## src/rtl/fetch_ctrl.sv

```systemverilog
// fetch_ctrl: fetch-sequencing controller for the 5-stage pipeline.
// Arbitrates same-cycle exception, redirect, IRQ and load-use requests.
// It drives the IF stage's PC select, flush, pause and trap-vector controls, and ID_Flush.
// Redirect and stall controls are combinational (zero latency).
// Trap vector strobes (intruption/exception/irq_ack) are registered and
// appear in the single TRAP cycle that follows acceptance.
// Optional build macro FETCH_CTRL_IRQ_MASK_EN adds an eret input and an
// internal IRQ enable that is cleared on every trap entry.
module fetch_ctrl #(
  parameter int STALL_CYCLES = 1,
  parameter int IRQ_SYNC     = 2
) (
  input  logic       clk,
  input  logic       reset,
  input  logic       branch_taken,
  input  logic       jump,
  input  logic       jr,
  input  logic       load_use,
  input  logic       exc_req,
  input  logic       irq_req,
  input  logic       kernel_mode,
`ifdef FETCH_CTRL_IRQ_MASK_EN
  input  logic       eret,
`endif
  output logic [2:0] PCSrc,
  output logic       IF_Flush,
  output logic       IF_Pause,
  output logic       ID_Flush,
  output logic       intruption,
  output logic       exception,
  output logic       irq_ack
);

  typedef enum logic [1:0] {RUN, STALL, TRAP} state_t;

  localparam logic [2:0] STALL_INIT = 3'(STALL_CYCLES - 1);

  localparam logic [2:0] SEL_PC4 = 3'b000;
  localparam logic [2:0] SEL_B   = 3'b001;
  localparam logic [2:0] SEL_J   = 3'b010;
  localparam logic [2:0] SEL_JR  = 3'b100;

  state_t              state;
  state_t              state_nxt;
  logic [2:0]          stall_cnt;
  logic [2:0]          stall_cnt_nxt;
  logic                exc_pend;
  logic                exc_pend_nxt;
  logic [IRQ_SYNC-1:0] irq_sync;
  logic                irq_s;
  logic                irq_ok;
  logic                trap_irq;
  logic                trap_exc;
  logic [2:0]          pcsrc_c;
  logic                if_flush_c;
  logic                if_pause_c;
  logic                id_flush_c;

  assign irq_s = irq_sync[IRQ_SYNC-1];

`ifdef FETCH_CTRL_IRQ_MASK_EN
  logic irq_en;

  // IRQ enable: dropped on every trap entry, re-armed by an eret pulse
  always_ff @(posedge clk or posedge reset) begin
    if (reset) begin
      irq_en <= 1'b1;
    end else if (trap_irq || trap_exc) begin
      irq_en <= 1'b0;
    end else if (eret) begin
      irq_en <= 1'b1;
    end
  end

  assign irq_ok = irq_s & irq_en;
`else
  assign irq_ok = irq_s;
`endif

  // Synchronizer chain for the asynchronous interrupt level
  always_ff @(posedge clk or posedge reset) begin
    if (reset) begin
      irq_sync <= '0;
    end else begin
      irq_sync <= {irq_sync[IRQ_SYNC-2:0], irq_req};
    end
  end

  // Request arbitration: next state, stall/pending bookkeeping and fetch controls
  always_comb begin
    state_nxt     = state;
    stall_cnt_nxt = stall_cnt;
    exc_pend_nxt  = exc_pend;
    trap_irq      = 1'b0;
    trap_exc      = 1'b0;
    pcsrc_c       = SEL_PC4;
    if_flush_c    = 1'b0;
    if_pause_c    = 1'b0;
    id_flush_c    = 1'b0;
    unique case (state)
      RUN: begin
        if ((exc_pend || exc_req) && !kernel_mode) begin
          // Exceptions outrank everything; pending one is consumed here
          trap_exc     = 1'b1;
          exc_pend_nxt = 1'b0;
          if_flush_c   = 1'b1;
          id_flush_c   = 1'b1;
        end else begin
          // An exception raised in kernel mode waits for user mode
          if (exc_req) begin
            exc_pend_nxt = 1'b1;
          end
          if (branch_taken) begin
            // Younger jump/jr/load-use are on the wrong path and dropped
            pcsrc_c    = SEL_B;
            if_flush_c = 1'b1;
            id_flush_c = 1'b1;
          end else if (jr) begin
            pcsrc_c    = SEL_JR;
            if_flush_c = 1'b1;
          end else if (jump) begin
            pcsrc_c    = SEL_J;
            if_flush_c = 1'b1;
          end else if (irq_ok && !kernel_mode) begin
            trap_irq   = 1'b1;
            if_flush_c = 1'b1;
            id_flush_c = 1'b1;
          end else if (load_use) begin
            // This cycle is the first bubble; STALL covers the remainder
            if_pause_c    = 1'b1;
            id_flush_c    = 1'b1;
            stall_cnt_nxt = STALL_INIT;
            if (STALL_CYCLES > 1) begin
              state_nxt = STALL;
            end
          end
        end
      end
      STALL: begin
        if (exc_req && !kernel_mode) begin
          trap_exc      = 1'b1;
          exc_pend_nxt  = 1'b0;
          stall_cnt_nxt = 3'd0;
          if_flush_c    = 1'b1;
          id_flush_c    = 1'b1;
        end else begin
          if (exc_req) begin
            exc_pend_nxt = 1'b1;
          end
          if (branch_taken) begin
            // Redirect makes the stalled instruction irrelevant
            pcsrc_c       = SEL_B;
            if_flush_c    = 1'b1;
            id_flush_c    = 1'b1;
            stall_cnt_nxt = 3'd0;
            state_nxt     = RUN;
          end else begin
            if_pause_c    = 1'b1;
            id_flush_c    = 1'b1;
            stall_cnt_nxt = (stall_cnt != 3'd0) ? stall_cnt - 3'd1 : 3'd0;
            if (stall_cnt <= 3'd1) begin
              state_nxt = RUN;
            end
          end
        end
      end
      TRAP: begin
        // Vector load cycle; a new exception has to wait
        if_flush_c = 1'b1;
        id_flush_c = 1'b1;
        if (exc_req) begin
          exc_pend_nxt = 1'b1;
        end
        state_nxt = RUN;
      end
      default: begin
        state_nxt     = RUN;
        stall_cnt_nxt = 3'd0;
      end
    endcase
    if (trap_irq || trap_exc) begin
      state_nxt = TRAP;
    end
  end

  // Controller state and registered trap strobes
  always_ff @(posedge clk or posedge reset) begin
    if (reset) begin
      state      <= RUN;
      stall_cnt  <= 3'd0;
      exc_pend   <= 1'b0;
      intruption <= 1'b0;
      exception  <= 1'b0;
      irq_ack    <= 1'b0;
    end else begin
      state      <= state_nxt;
      stall_cnt  <= stall_cnt_nxt;
      exc_pend   <= exc_pend_nxt;
      intruption <= trap_irq;
      exception  <= trap_exc;
      irq_ack    <= trap_irq;
    end
  end

  // Combinational controls are forced low for as long as reset is held
  assign PCSrc    = reset ? SEL_PC4 : pcsrc_c;
  assign IF_Flush = reset ? 1'b0 : if_flush_c;
  assign IF_Pause = reset ? 1'b0 : if_pause_c;
  assign ID_Flush = reset ? 1'b0 : id_flush_c;

endmodule

```

## config.mk

```make
export PLATFORM = sky130hd
export DESIGN_NAME = fetch_ctrl
export DESIGN_NICKNAME = d
export VERILOG_FILES = /design/src/rtl/fetch_ctrl.sv
export SDC_FILE = /design/constraint.sdc
export NUM_CORES = 1
export LEC_CHECK = 0
export CORE_AREA = 2 2 39 41
export CTS_CLUSTER_SIZE = 8
export DETAILED_ROUTE_END_ITERATION = 6
export DIE_AREA = 0 0 41 43
export GPL_TIMING_DRIVEN = 0
export PLACE_DENSITY_LB_ADDON = 0.15
export SLEW_MARGIN = 20
export SYNTH_ARGS = -nofsm -noshare
export SYNTH_HDL_FRONTEND = slang
export SYNTH_SLANG_ARGS = --single-unit
```

## constraint.sdc

```tcl
create_clock -name clk -period 1.8 [get_ports clk]
set_input_delay 0.36 -clock clk [delete_from_list [all_inputs] [get_ports clk]]
set_output_delay 0.36 -clock clk [all_outputs]
set_load 0.01 [all_outputs]
```

-- Word level (Yosys, flattened, before mapping)
Cells that the tools add are included.
- register bits: 10
- input bits: 9
- word-level logic and storage cells: 93
- eq/ne operators: 11
- bitwise gates (word level): 1
- mux-type cells: 61
- $add $sub $neg: 1
- $lt $le $gt $ge: 1
- reductions and logical operators: 12
- operators by type and width (cell ; count):
    3-bit two-way mux ; 13
    1-bit two-way mux ; 35
    2-bit != test (second input constant) ; 7
    2-bit two-way mux ; 5
    3-bit case mux with 3 select lines ; 1
    7-bit AND reduction ; 1
    1-bit case mux with 2 select lines ; 3
    1-bit case mux with 3 select lines ; 2
    3-bit case mux with 2 select lines ; 1
    3-bit nonzero test ; 2
    4-bit != test (second input constant) ; 1
    2-bit case mux with 2 select lines ; 1
    3-bit by 1-bit <= comparator with 1-bit output (second input constant) ; 1
    1-bit logical AND ; 3
    3-bit != test (second input constant) ; 1
    3-bit AND reduction ; 1
    3-bit by 1-bit subtractor with 3-bit output (second input constant) ; 1
    2-bit by 1-bit == test with 1-bit output (second input constant) ; 1
    2-bit == test (second input constant) ; 1
    2-bit logical NOT ; 1
    1-bit logical OR ; 2
    2-bit OR reduction ; 1
    1-bit logical NOT ; 1
    1-bit NOT ; 1

-- Longest topological paths before layout
Gate-level depths: netlist (run 1).
- depth after elaboration: 11
- gate-level depth with buffers: 3

-- Worst setup path after synthesis (run 1)
OpenSTA, ideal clock, no wires.
- path type: input to output
- start point: input exc_req
- end point: output PCSrc[0]
- required time: 1.440 ns
- path slack: 0.409 ns
- buffers on the path: 0
- arrival: 1.031 ns
- cell stages on the path: 2
- path through: o21ba_4 -> nor4b_1
- word-level cells in the longest chain between the ends: 5
- elaborated cells between the ends (all ways): 7
- classes of those cells: mux: 4; reduce/logical: 3
- ends and longest elaborated chain (item ; line ; text):
    start, declared ; 19 ; input logic exc_req,
    1-bit logical OR ; 102 ; if ((exc_pend || exc_req) && !kernel_mode) begin
    1-bit logical AND ; 102 ;
    3-bit two-way mux ; 102 ;
    3-bit case mux with 2 select lines (*) ; 100 ; unique case (state)
    3-bit two-way mux (*) ; 206 ; assign PCSrc = reset ? SEL_PC4 : pcsrc_c;
    end, declared ; 25 ; output logic [2:0] PCSrc,
Every way passes the cells marked *; elsewhere a longest branch is shown, timed or not.

-- Final worst setup path (run 1)
- start point: input exc_req
- end point: output IF_Pause
- word-level cells in the longest chain between the ends: 5
- elaborated cells between the ends (all ways): 7
- classes of those cells: mux: 4; reduce/logical: 3
- ends and longest elaborated chain (item ; line ; text):
    1-bit logical OR ; 102 ;
    1-bit logical AND ; 102 ;
    1-bit two-way mux ; 102 ;
    1-bit case mux with 2 select lines (*) ; 100 ;
    1-bit two-way mux (*) ; 208 ; assign IF_Pause = reset ? 1'b0 : if_pause_c;
    end, declared ; 27 ; output logic IF_Pause,
Marks and branches as above.

==> results of run 1 <==
## metrics by stage
stage | hold slack (ns) | setup WS (ns) | instance area [µm²] | TNS [ns]
floorplan | 0.1510 | 0.4092 | 307.8 | 0
global placement | 0.3398 | -0.5412 | 498.0 | -2.947
detailed placement | 0.3357 | -0.5783 | 498.0 | -3.048
CTS | 0.2621 | -0.04424 | 524.3 | -0.09199
global route | 0.2808 | 0.01283 | 526.8 | 0
finish | 0.2665 | 0.06579 | 526.8 | 0
## synth_stat cells
| cell | instances | area (µm²) |
|---|---|---|
| nor3_4 | 1 | 16.27 |
| o21ba_4 | 1 | 16.27 |
| inv_1 | 1 | 3.750 |
| nor2_1 | 4 | 15.01 |
| nor2b_1 | 1 | 6.260 |
| nor4b_1 | 1 | 8.760 |
| nor3_1 | 2 | 10.01 |
| nor4_4 | 1 | 21.27 |
| o21ai_0 | 1 | 5.000 |
| and3_1 | 2 | 12.51 |
| and2_2 | 1 | 7.510 |
| buf_4 | 1 | 7.510 |
| and3b_1 | 1 | 8.760 |
| a31o_2 | 1 | 8.760 |
| dfrtp_1 | 6 | 150.1 |
| a21oi_1 | 2 | 10.01 |
## layer usage
metal  wire length, µm  global-route usage (%)  share of wire [%]  up-vias
li1                  -                       -                  -      141
met1               293                   10.20                 39      140
met3                54                   6.806                7.1        0
met4                 0                   8.000                  0        0
met5                 0                       0                  0        -
met2               410                   13.13                 54       10
## worst register-to-register path, stage by stage (launching register included)
cell,delay [ns]
dfrtp_1,0.38
o21ba_4,0.22
nor3_4,0.17
and3_1,0.19
## report_power, final
part           leakage (nW)  switching (mW)  total, mW  internal, mW
registers            0.0746         0.00818      0.153         0.145
logic                 0.165          0.0350     0.0762        0.0412
clock network        0.0138          0.0473      0.123        0.0753
## state kept, by name, summed over array words and instances (netlist names)
name and flops:
state 1, exc_pend 1, irq_ack 1, irq_sync 2, exception 1
## path summary, 6_finish.rpt
check | start | end | slack [ns] | cells after the start
max | exc_req | IF_Pause | 0.07 | 5
min | reset | irq_sync[0] | 0.27 | 2
max reg2reg | exc_pend | irq_ack | 0.77 | 3
min reg2reg | irq_sync[0] | irq_sync[1] | 0.36 | 0
max in group asynchronous | reset | irq_ack | 1.35 | 2
min in group clk | irq_sync[0] | irq_sync[1] | 0.36 | 0
## area by class of cell
class | count | area (µm²) | area share, %
Multi-Input combinational cell | 19 | 157.7 | 29.93
Inverter | 1 | 3.754 | 0.7126
Tap cell | 16 | 20.02 | 3.800
Clock buffer | 3 | 22.52 | 4.276
Buffer | 1 | 7.507 | 1.425
Sequential cell | 6 | 150.1 | 28.50
Timing Repair Buffer | 18 | 165.2 | 31.35
## kinds of logic after synthesis
family | Yosys count
flip-flops | 6
buffers and inverters | 2
AND/OR/NAND/NOR | 14
AO/OA/AOI/OAI | 5
## what timing repair did
action / in CTS / in global routing
endpoints found under the hold margin: 0 / 0
pin swaps: 6 / 3
setup buffers: 1 / 0
hold buffers: 0 / 0
endpoints found under the setup margin: 6 / 6
resized for setup: 28 / 1
==> summary.txt, run 1 <==
Run status
  – Status: finished, final reports clean

Detailed routing
  – Post-DR wirelength/cell: approximately 12 µm
  – DRC: 0
  – Initial DRC count: 3
  – ANT nets after route: 0
  – Final WL: 758 µm
  – TritonRoute pass-1 iters: 4
  – Detailed-route via count: ~290
  – Vias per cell: 4.547

Finish
  – Ant diodes: 0
  – Post-route insts no fill: 64
  – Nets: 59
  – Layout fillers: about 140
  – Most frequent cells in the layout: dfrtp_1, dlygate4sd2_1, clkdlybuf4s50_1
  – Final Util: about two fifths
  – Share of cells above drive strength 1: 35.42%
  – Layout area overhead: 71.14%

Synth
  – Cells after synthesis: 27
  – Post-Syn Nets: 36
  – Post-synthesis xor/xnor area fraction: 0%
  – Cell variety after synth: 16
  – Seq/Total Area, Yosys: 48.78%
  – Compound-Gate Fraction of Synth Area: 13.01%
  – #FFs+latches synth: 6
  – Syn Area/Cell: approximately 11 µm²
  – Simple-gate share of the synthesized area: 34.55%
  – Cell Area, Synth: 307.8 µm²
  – Yosys warnings: 0
  – Post-Synth Adder-Cell Area: 0%
  – Multiplexer area fraction after synthesis: 0%
  – Largest family of logic cells by synthesized area: simple AND/OR/NAND/NOR gates

Floorplanning
  – CORE AREA: roughly 1400 µm²
  – Die width: 41 µm
  – Initial Util: 22.24%
  – Chip height: 43 µm
  – # rows: 14
  – Die ar.: ~1800 µm²
  – I/O pins: 18

Timing
  – RSZ-0062 raised after global routing: no
  – Final Skew: between 0.002 and 0.003 ns
  – Final period utilization: between 90% and 100%
  – Worst slew pin tran: 0.2547 ns
  – Final setup viols: 0
  – Fin. Hold Viols: 0
  – Fmax: 576.6 MHz
  – Max Slew Vio Count: 0
  – Relative slew margins: 82.89%
  – Final min period: 1.734 ns

Power and ir drop
  – Pwr dens: around 670 nW/µm²
  – Leakage power: 0.2535 nW
  – Worst vdd ir: 351.1 µV
  – Pwr Total: 0.3520 mW

Worst setup path
  – CP top delay family: simple AND/OR/NAND/NOR gates
  – Worst-path fanout max: 3
  – Arrival time worst endpoint: 1.37 ns
  – Worst Setup End Kind: output pin
  – Crit path largest cell delay: 0.25 ns
  – Critical path required time: 1.44 ns
  – CP max stage cell: dlygate4sd2_1
  – Setup crit start kind: input port
  – Crit-path cells: dlygate4sd2_1 -> o21ba_4 -> nor4_4 -> and3_1 -> buf_2
  – Critical path class: input port to output pin
  – WP buf/inv: 2

Place
  – Post-Place Cells: 60
  – Final GP Congestion: a little over 0.7
  – HPWL Detailed: about 600 µm
  – # port buffers: 17

GRT
  – Initial antenna violation count: 0
  – Vias in the first global route: 266
  – GR Util All Layers: under 10%
  – Largest net degree at the start of global routing: 7
  – Total overflow reported by the global router: 0
  – Global-route wire length before repair: 1.083 mm

Flow run
  – Maxcap violations: 0

Min path
  – Hold crit path type: input port to asynchronous set/reset pin

Clock network
  – Clock-pin slew on the worst setup and hold paths: 0.04 ns
  – Maximum clock insertion buffer count: 2
  – CTS tree: done
  – Num CTS Buffers: 3
  – Worst-Skew Late Latency: 0.24 ns
  – # H-tree levels: 1
  – Clock tree sinks: 6
  – Root buffer cell: clkbuf_4
(Power assumes the default switching activity.)
==> run 2: changes to the inputs <==
ABC_CLOCK_PERIOD_IN_PS = 1500   (was default)
CAP_MARGIN = 30   (was default)
clock period = 1.5 ns   (was 1.8 ns; I/O delays follow)
==> summary.txt, run 2 (synthesis results as in run 1) <==
Floorplanning
  – Die ar.: about 1800 µm²
  – I/O pins: 18
  – Die width: 41 µm
  – # rows: 14
  – CORE AREA: 1384 µm²
  – Chip height: between 40 and 50 µm
  – Initial Util: 22.24%

GRT
  – GR Util All Layers: about a tenth
  – Vias in the first global route: around 280
  – Initial antenna violation count: 0
  – Largest net degree at the start of global routing: 7
  – Global-route wire length before repair: 1.131 mm
  – Total overflow reported by the global router: 0

Timing
  – Fin. Hold Viols: 0
  – Fmax: slightly above 600 MHz
  – Hold_ws: 0.2146 ns
  – Worst setup margin: -0.1556 ns
  – RSZ-0062 raised after global routing: yes
  – Worst slew pin tran: 0.2688 ns
  – Final min period: about 1.7 ns
  – Final Skew: a little under 0.003 ns
  – Relative slew margins: 82.08%
  – Max Slew Vio Count: 0
  – Final period utilization: 110.4%
  – Final setup viols: 6

Finish
  – Final standard cell area without fillers: 535.5 µm²
  – Most frequent cells in the layout: dfrtp_1, dlygate4sd2_1, buf_2
  – Largest Register: irq_sync
  – Layout fillers: 143
  – Commonest non-fill, non-tap cell in the layout: dfrtp_1
  – Nets: 61
  – Max reg flops: 2
  – Ant diodes: 0
  – Post-route insts no fill: 66
  – Layout area overhead: 73.98%
  – Share of cells above drive strength 1: ~44%

Power and ir drop
  – Pwr Total: 0.4277 mW
  – Leakage power: 0.2747 nW
  – Pwr dens: 798.6 nW/µm²
  – Worst vdd ir: approximately 420 µV

Worst setup path
  – Critical path required time: 1.20 ns
  – Crit. Startpoint: exc_pend
  – Arrival time worst endpoint: 1.36 ns
  – Worst Setup End Kind: output pin
  – Worst-path fanout max: 3
  – Critical path class: flip-flop to output pin
  – Setup crit start kind: flip-flop
  – Reg2reg end: irq_ack
  – FF-to-FF Start: exc_pend
  – Worst reg2reg setup slack: 0.40 ns
  – Worst Setup EP: IF_Pause
  – Cells on worst reg2reg path: 4

Clock network
  – Post-CTS Hold Fix Bufs: 0
  – Num CTS Buffers: 3
  – CTS tree: done
  – Worst-Skew Late Latency: 0.24 ns
  – Maximum clock insertion buffer count: 2
  – # H-tree levels: 1
  – Root buffer cell: clkbuf_4
  – Clock-pin slew on the worst setup and hold paths: 0.04 ns
  – Clock tree sinks: 6

Detailed routing
  – Post-DR wirelength/cell: 11.70 µm
  – TritonRoute pass-1 iters: 4
  – Vias per cell: 4.576
  – Detailed-route via count: 302
  – Initial DRC count: 4
  – DRC: 0
  – ANT nets after route: 0
  – Final WL: 772 µm

Flow run
  – Maxcap violations: 0

Place
  – Dpl cell area: 498.0 µm²
  – HPWL Detailed: 602.6 µm
  – # port buffers: 17
  – Final GP Congestion: 0.7085
  – Post-Place Cells: 60

Run status
  – Status: finished with violations
  – Violated checks: setup timing

Min path
  – Hold crit path type: input port to asynchronous set/reset pin
-- run 2: changes by cell type in the layout (fill, tap and decap cells not counted), sizes merged --
cell / previous run / this run
dlymetal6s2s: 1 / 2
clkdlybuf4s50: 5 / 4
clkdlybuf4s15: 2 / 0
buf: 5 / 10
dlygate4sd2: 6 / 5
-- run 2: worst max-delay path, stage by stage (launching register included) --
cell,delay (ns)
dfrtp_1,0.38
o21ba_4,0.22
nor4_4,0.18
and3_1,0.21
buf_2,0.13
-- run 2: routing by layer --
layer / routed length, µm / GRT usage [%]
met4: 5 / 8.000
met3: 57 / 6.806
met2: 412 / 13.75
met1: 297 / 10.53
met5: 0 / 0
-- run 2: worst min-delay path by stage --
stage,from,to,cells after the start
final,reset,irq_sync[0],2
after global routing,reset,irq_sync[1],2
after CTS,reset,irq_sync[0],2
after detailed placement,irq_sync[0],irq_sync[1],0
after global placement,irq_sync[0],irq_sync[1],0
after floorplan,reset,exc_pend,1
-- run 2: repair_timing --
action,CTS,global route
buffers inserted,2,1
pin swaps,5,4
resized for setup,34,4
endpoints found under the hold margin,0,0
endpoints found under the setup margin,7,6
-- run 2: stage by stage --
step / worst slack, ns / utilization (%) / TNS, ns
after floorplan: 0.1738 / - / 0
after global placement: -0.7212 / 35.99 / -4.027
after detailed placement: -0.7583 / 35.99 / -4.128
after CTS: -0.2826 / 37.88 / -1.257
after global routing: -0.2261 / 38.70 / -1.003
final: -0.1556 / 38.70 / -0.6312
-- run 2: cell type report --
class	instances	area, µm²	area share [%]
flip-flops and latches	6	150.1	28.04
repair buffers	20	167.7	31.31
plain buffers	1	7.507	1.402
multi-input cells	19	163.9	30.61
inverters	1	3.754	0.7009
clock buffers	3	22.52	4.206
well taps	16	20.02	3.738
-- run 2: where the power goes --
| group | leakage (nW) | internal (mW) | switching, mW |
|---|---|---|---|
| registers | 0.0746 | 0.174 | 0.0101 |
| logic | 0.186 | 0.0531 | 0.0436 |
| clock network | 0.0138 | 0.0904 | 0.0566 |
| total | 0.275 | 0.317 | 0.110 |
==> run 3: changes to the inputs <==
ABC_CLOCK_PERIOD_IN_PS = 1800   (was 1500)
DONT_BUFFER_PORTS = 1   (was default)
RECOVER_POWER = 25   (was default)
clock period = 1.8 ns   (was 1.5 ns; I/O delays follow)
==> summary.txt, run 3 (synthesis results as in run 1) <==
Clock network
  – # H-tree levels: 1
  – Post-CTS Hold Fix Bufs: 1
  – Postcts setup bufs: 0
  – Worst-Skew Late Latency: 0.24 ns
  – CTS tree: done
  – Maximum clock insertion buffer count: 2
  – Post-CTS Resized: 0
  – Root buffer cell: clkbuf_4
  – Clock tree sinks: 6
  – Num CTS Buffers: 3
  – Clock-pin slew on the worst setup and hold paths: 0.04 ns

Detailed routing
  – Post-DR wirelength/cell: between 10 and 15 µm
  – Vias per cell: between 4 and 5
  – Initial DRC count: 4
  – Detailed-route via count: around 230
  – ANT nets after route: 0
  – Final WL: 568 µm
  – TritonRoute pass-1 iters: 4
  – DRC: 0

Floorplanning
  – # rows: 14
  – Die ar.: between 1500 and 2000 µm²
  – I/O pins: 18
  – Die width: slightly above 40 µm
  – Initial Util: 22.24%
  – Chip height: 43 µm
  – CORE AREA: 1384 µm²

Finish
  – Commonest non-fill, non-tap cell in the layout: dfrtp_1
  – Nets: 42
  – Most frequent cells in the layout: dfrtp_1, nor2_1, clkbuf_4
  – Share of cells above drive strength 1: 29.03%
  – Ant diodes: 0
  – Max reg flops: 2
  – Largest Register: irq_sync
  – Layout area overhead: 17.07%

GRT
  – Global-route wire length before repair: 910 µm
  – Vias in the first global route: 231
  – GR Util All Layers: 8.981%
  – Total overflow reported by the global router: 0
  – Initial antenna violation count: 0
  – Largest net degree at the start of global routing: 7

Power and ir drop
  – Pwr dens: approximately 870 nW/µm²
  – Worst vdd ir: 301.2 µV
  – Pwr Total: between 0.3 and 0.4 mW
  – Leakage power: 0.1585 nW

Place
  – # port buffers: 0
  – Dpl ws: 0.3627 ns
  – HPWL Detailed: 455.9 µm
  – Final GP Congestion: 0.6701

Flow run
  – Maxcap violations: 0

Worst setup path
  – Setup crit start kind: flip-flop
  – Crit path largest cell delay: 0.46 ns
  – WP buf/inv: 0
  – CP max stage cell: nor4b_1
  – Critical path class: flip-flop to output pin
  – Worst-path fanout max: 3
  – Crit-path cells: o21ba_4 -> nor4b_1
  – Worst Setup End Kind: output pin
  – Arrival time worst endpoint: about 1.3 ns
  – CP top delay family: simple AND/OR/NAND/NOR gates
  – Critical path required time: 1.44 ns

Timing
  – Final Skew: 0.002231 ns
  – Fin. Hold Viols: 0
  – Fmax: 601.5 MHz
  – Final setup viols: 0
  – RSZ-0062 raised after global routing: no
  – Worst slew pin tran: 0.5383 ns
  – Fin Setup TNS: 0 ns
  – Worst setup margin: 0.1375 ns
  – Relative slew margins: 63.60%
  – Final period utilization: 92.36%
  – Hold_ws: 0.1463 ns
  – Final min period: 1.663 ns
  – Max Slew Vio Count: 0

Run status
  – Status: finished, final reports clean

Min path
  – Hold crit path type: input port to flip-flop
==> run 3: area by class of cell <==
| class | count | area [µm²] |
|---|---|---|
| Fill cell | 156 | 1023 |
| Sequential cell | 6 | 150.1 |
| Multi-Input combinational cell | 19 | 146.4 |
| Clock buffer | 3 | 22.52 |
| Tap cell | 16 | 20.02 |
| Timing Repair Buffer | 1 | 10.01 |
| Buffer | 1 | 7.507 |
| Inverter | 1 | 3.754 |
==> run 3: metal layers <==
layer	routed length, µm	global-route usage [%]	vias up
li1	-	-	104
met1	179	6.863	112
met2	304	11.88	9
met3	71	9.424	2
met4	13	8.000	0
met5	0	0	-
==> run 3: metrics by stage <==
| stage | utilization [%] | instances | instance area [µm²] |
|---|---|---|---|
| 6_report | 26.04 | 47 | 360.3 |
| 3_3_place_gp | 23.69 | 43 | 327.8 |
| 4_1_cts | 26.04 | 47 | 360.3 |
| 5_1_grt | 26.04 | 47 | 360.3 |
| 2_1_floorplan | - | 27 | 307.8 |
| 3_5_place_dp | 23.69 | 43 | 327.8 |
==> run 3: power breakdown <==
part           total [mW]  switching, mW  leakage, nW  internal, mW
combinational      0.0388         0.0204       0.0701        0.0184
clock               0.121         0.0454       0.0138        0.0752
sequential          0.155        0.00947       0.0746         0.145
total               0.314         0.0753        0.158         0.239
==> run 3: worst paths after layout <==
path | slack (ns) | startpoint | endpoint | cells past startpoint
hold / removal | 0.15 | irq_req | irq_sync[0] | 0
setup reg to reg | 0.79 | exc_pend | irq_ack | 3
setup / recovery | 0.14 | exc_pend | PCSrc[0] | 2
min in group asynchronous | 0.48 | reset | exc_pend | 2
max in group asynchronous | 1.13 | reset | irq_sync[0] | 2
hold reg to reg | 0.34 | irq_sync[0] | irq_sync[1] | 0
